==> src/rtl/countup_timer.sv <==
// BCD elapsed-time stopwatch with a 1 ms prescaler, a lap capture register and saturation at all nines.
// Latency: outputs are registered, and each tick is visible one cycle after it occurs. There is no backpressure: inputs are sampled every cycle.
module countup_timer #(
    parameter int Digits        = 5,
    parameter int TicksPerMs    = 50000,
    parameter int PrescaleWidth = 16
) (
    input  logic                  CLK,
    input  logic                  RST,
    input  logic                  Clear,
    input  logic                  Run,
    input  logic                  Capture,
    output logic [Digits*4-1:0]   CurrentValue,
    output logic [Digits*4-1:0]   CapturedValue,
    output logic                  CaptureValid,
    output logic                  Overflow,
    output logic                  Running
);

    typedef enum logic [1:0] {
        IDLE,
        RUNNING,
        PAUSED,
        SATURATED
    } state_t;

    localparam logic [PrescaleWidth-1:0] PresLast = PrescaleWidth'(TicksPerMs - 1);

    state_t                    state_q;
    logic [PrescaleWidth-1:0]  presc_q;
    logic [Digits*4-1:0]       value_q;
    logic [Digits*4-1:0]       capt_q;
    logic                      capt_vld_q;
    logic                      ovf_q;
    logic                      run_q;

    logic [Digits*4-1:0]       value_d;
    logic                      all_nines;

    // Ripple carry through the digits; a carry out of the top digit means the value is all nines.
    always_comb begin
        logic carry;
        carry   = 1'b1;
        value_d = value_q;
        for (int i = 0; i < Digits; i++) begin
            if (carry) begin
                if (value_q[i*4 +: 4] == 4'd9) begin
                    value_d[i*4 +: 4] = 4'd0;
                end else begin
                    value_d[i*4 +: 4] = value_q[i*4 +: 4] + 4'd1;
                    carry             = 1'b0;
                end
            end
        end
        all_nines = carry;
    end

    always_ff @(posedge CLK or posedge RST) begin
        if (RST) begin
            state_q    <= IDLE;
            presc_q    <= '0;
            value_q    <= '0;
            capt_q     <= '0;
            capt_vld_q <= 1'b0;
            ovf_q      <= 1'b0;
            run_q      <= 1'b0;
        end else if (Clear) begin
            state_q    <= IDLE;
            presc_q    <= '0;
            value_q    <= '0;
            capt_q     <= '0;
            capt_vld_q <= 1'b0;
            ovf_q      <= 1'b0;
            run_q      <= 1'b0;
        end else begin
            // Capture takes the value held before this edge, so a coincident tick is not seen.
            if (Capture) begin
                capt_q     <= value_q;
                capt_vld_q <= 1'b1;
            end
            case (state_q)
                IDLE: begin
                    if (Run) begin
                        state_q <= RUNNING;
                        run_q   <= 1'b1;
                    end
                end
                RUNNING: begin
                    if (!Run) begin
                        state_q <= PAUSED;
                        run_q   <= 1'b0;
                    end else if (presc_q == PresLast) begin
                        presc_q <= '0;
                        if (all_nines) begin
                            state_q <= SATURATED;
                            ovf_q   <= 1'b1;
                            run_q   <= 1'b0;
                        end else begin
                            value_q <= value_d;
                        end
                    end else begin
                        presc_q <= presc_q + 1'b1;
                    end
                end
                PAUSED: begin
                    if (Run) begin
                        state_q <= RUNNING;
                        run_q   <= 1'b1;
                    end
                end
                default: begin
                end
            endcase
        end
    end

    assign CurrentValue  = value_q;
    assign CapturedValue = capt_q;
    assign CaptureValid  = capt_vld_q;
    assign Overflow      = ovf_q;
    assign Running       = run_q;

endmodule
==> config.mk <==
export PLATFORM = sky130hd
export DESIGN_NAME = countup_timer
export DESIGN_NICKNAME = d
export VERILOG_FILES = /design/src/rtl/countup_timer.sv
export SDC_FILE = /design/constraint.sdc
export NUM_CORES = 1
export LEC_CHECK = 0
export ABC_AREA = 1
export CAP_MARGIN = 20
export CORE_ASPECT_RATIO = 1.25
export CORE_MARGIN = 8
export CORE_UTILIZATION = 59
export DETAILED_ROUTE_END_ITERATION = 6
export PLACE_DENSITY = 0.85
export REMOVE_ABC_BUFFERS = 1
export SYNTH_ARGS = -nofsm -noshare
export SYNTH_HDL_FRONTEND = slang
export SYNTH_SLANG_ARGS = --single-unit
==> constraint.sdc <==
create_clock -name CLK -period 4.2 [get_ports CLK]
set_clock_uncertainty 0.1 [all_clocks]
set_input_delay 0.84 -clock CLK [delete_from_list [all_inputs] [get_ports CLK]]
set_output_delay 0.84 -clock CLK [all_outputs]
set_load 0.05 [all_outputs]
==> qor.yml <==
grt_max_degree: 46
crit_chain: "clkdlybuf4s50_1 -> inv_4 -> nand2_1 -> nand3_1 -> nor2_4 -> nand2_1 -> o21ai_1"
antenna_found_initial: 0
p_seq_share_pct: 42.0
clock_power_share_pct: 30.8
combinationalPowerShare_pct: 27.2
cp-startpoint: "Clear"
grt_usage_pct: 19.9
cp-end-kind: "register"
die_h_um: 101
drc: 0
place_inst: 531
path_class: "in2reg"
cp_top_family: "buffers and inverters"
slowest_stage: "clkdlybuf4s50_1"
required_ns: 4.36
start_kind: "primary input"
ys_types: 31
drtPass1Iterations: 4
syn_to_final_growth_pct: 20.3
final_antenna_net_count: 0
dp_hpwl_um: 5650
p_per_area_nw_per_um2: 413
whs_endpoint: "Running"
hold_viol_final: 0
routed_via_density: 5.53
finalWirelength_um: 7900
power_mw: 1.68
dieArea_um2: 8400
fin_crit_ns: 2.75
hold_buffers: 0
final_cells: 546
slew_viol_final: 0
fillers: 438
max_stage_delay_ns: 0.74
power.internal_mw: 1.09
cts_sinks: 61
drive_above_1_share_pct: 7.08
grt-ovfl-total: 0
min_path_cells: 2
cts_tree: "yes"
timing.critical_path.buf_inv: 2
rr_worst_depth: 8
synth_warnings: 0
clk_latency_ns: 0.34
relSlewSlack_pct: 43.9
syn_inst: 429
drtIter0Drc: 180
h-tree-depth: 3
ff2ff_setup_slack_ns: 2.21
power.leakage_nw: 1.90
cts_buffers: 9
tightest_slew_ns: 0.840
cts_max_path_buffers: 2
ctsResizeCount: 0
cp_common_cell: "nand2_1"
max_freq_mhz: 363
critPathArrivalTime_ns: 2.92
core_area_um2: 5660
reg2reg_from: "presc_q[0]"
first_global_vias: 3060
switchingPower_mw: 0.590
rsz0062_at_grt: "false"
r2r_end: "presc_q[14]"
path_clk_slew_ns: 0.06
timing.final.crit_share_pct: 65.6
final_cell_mix: "nand2_1, nand3_1, dfrtp_1"
yosysSeqAreaShare_pct: 45.3
io_buffers: 47
final_common_cell: "nand2_1"
initial_core_util_pct: 59.5
wire_per_inst_um: 14.5
gp_congestion: 0.910
p_sw_share_pct: 35.2
root_buffer: "clkbuf_8"
rows: 31
syn_area_um2: 3370
setup_tns_ns: 0
synth-seq-cells: 61
maxCapViolCount: 0
io_pins: 48
hold_start: "Running"
cp_max_fo: 45
syn_area_per_cell_um2: 7.86
antenna-diode-count: 0
grt_pass1_wl_um: 13700
finalSetupViolations: 0
final_nets: 492
postCtsSetupRepairBufs: 0
irDropWorstVdd_mv: 0.232
hold_path_class: "reg2reg"
fp.dieW_um: 83.6
num_vias: 3020
outcome: "finished clean"
## kinds of logic after synthesis
kind of cell             Yosys count  share of synthesized area [%]
flip-flops                        61                           45.3
XOR/XNOR                          11                           2.86
buffers and inverters             55                           6.94
AND/OR/NAND/NOR                  245                           33.4
AO/OA/AOI/OAI                     46                           7.46
adder cells (fa/ha/maj)           11                           4.08
## synth_stat cells, drive strengths merged
| master | n | area [um^2] |
|---|---|---|
| a31oi | 2 | 12.5 |
| nand4 | 7 | 43.8 |
| buf | 8 | 52.6 |
| and3 | 1 | 6.26 |
| a21o | 1 | 7.51 |
| xor2 | 7 | 61.3 |
| ha | 11 | 138 |
| nor3 | 16 | 80.1 |
| o21ai | 36 | 191 |
| inv | 43 | 166 |
| o21a | 1 | 7.51 |
| nor2 | 57 | 241 |
| nand2 | 99 | 412 |
| or2 | 1 | 6.26 |
| xnor2 | 4 | 35.0 |
| a21oi | 5 | 25.0 |
| nand3 | 63 | 328 |
| dfrtp | 61 | 1530 |
| clkbuf | 4 | 15.0 |
| nor3b | 1 | 7.51 |
| o211ai | 1 | 7.51 |
## cell type report
cell class / count / area, um^2 / share of cell area (%)
timing repair buffer: 48 / 478 / 11.8
clock buffer: 14 / 163 / 4.01
inverter: 43 / 166 / 4.10
sequential: 61 / 1530 / 37.6
tap: 66 / 82.6 / 2.04
multi-input combinational: 313 / 1610 / 39.7
clock inverter: 1 / 30.0 / 0.740
## stage by stage
step                      hold WS [ns]  setup WS (ns)  utilization, %  instance area (um^2)
after global routing             0.425           1.30            71.6                  4060
after floorplan                  0.375           1.75               -                  3300
after CTS                        0.380           1.49            71.6                  4060
final                            0.375           1.45            71.6                  4060
after global placement           0.359           1.24            68.2                  3860
after detailed placement         0.366           1.14            68.2                  3860
## metal layers
layer	track usage, %	vias to the layer above	wire (um)
met3	6.39	16	458
li1	-	1496	-
met4	9.19	0	159
met2	34.4	82	4060
met5	0	-	0
met1	21.6	1426	3230
## worst min-delay path, delay by kind of cell, from the launching register on
| kind | cells | cell delay (ns) |
|---|---|---|
| flip-flops | 1 | 0.34 |
| AND/OR/NAND/NOR | 2 | 0.10 |
## power by group through the flow
| stage | logic [mW] | registers, mW | clock network, mW |
|---|---|---|---|
| 3_5_place_dp | 0.458 | 0.714 | 0 |
| 3_3_place_gp | 0.450 | 0.712 | 0 |
| 6_report | 0.456 | 0.704 | 0.515 |
| 5_1_grt | 0.495 | 0.715 | 0.548 |
| 2_1_floorplan | 0.141 | 0.873 | 0 |
| 4_1_cts | 0.460 | 0.703 | 0.522 |
## flip-flops by register name, indices dropped and copies added (netlist names)
signal,cells
CaptureValid,1
CapturedValue,20
CurrentValue,20
Overflow,1
Running,1
presc_q,16
state_q,2
## how the worst max path moves through the flow
stage / end / slack, ns / cells past startpoint
2_1_floorplan: CaptureValid / 1.75 / 1
3_3_place_gp: CurrentValue[15] / 1.24 / 7
3_5_place_dp: CurrentValue[13] / 1.14 / 7
4_1_cts: CurrentValue[13] / 1.49 / 7
5_1_grt: CurrentValue[13] / 1.30 / 7
6_report: CurrentValue[13] / 1.45 / 7
Note: power is estimated with default switching activity, not from simulation.
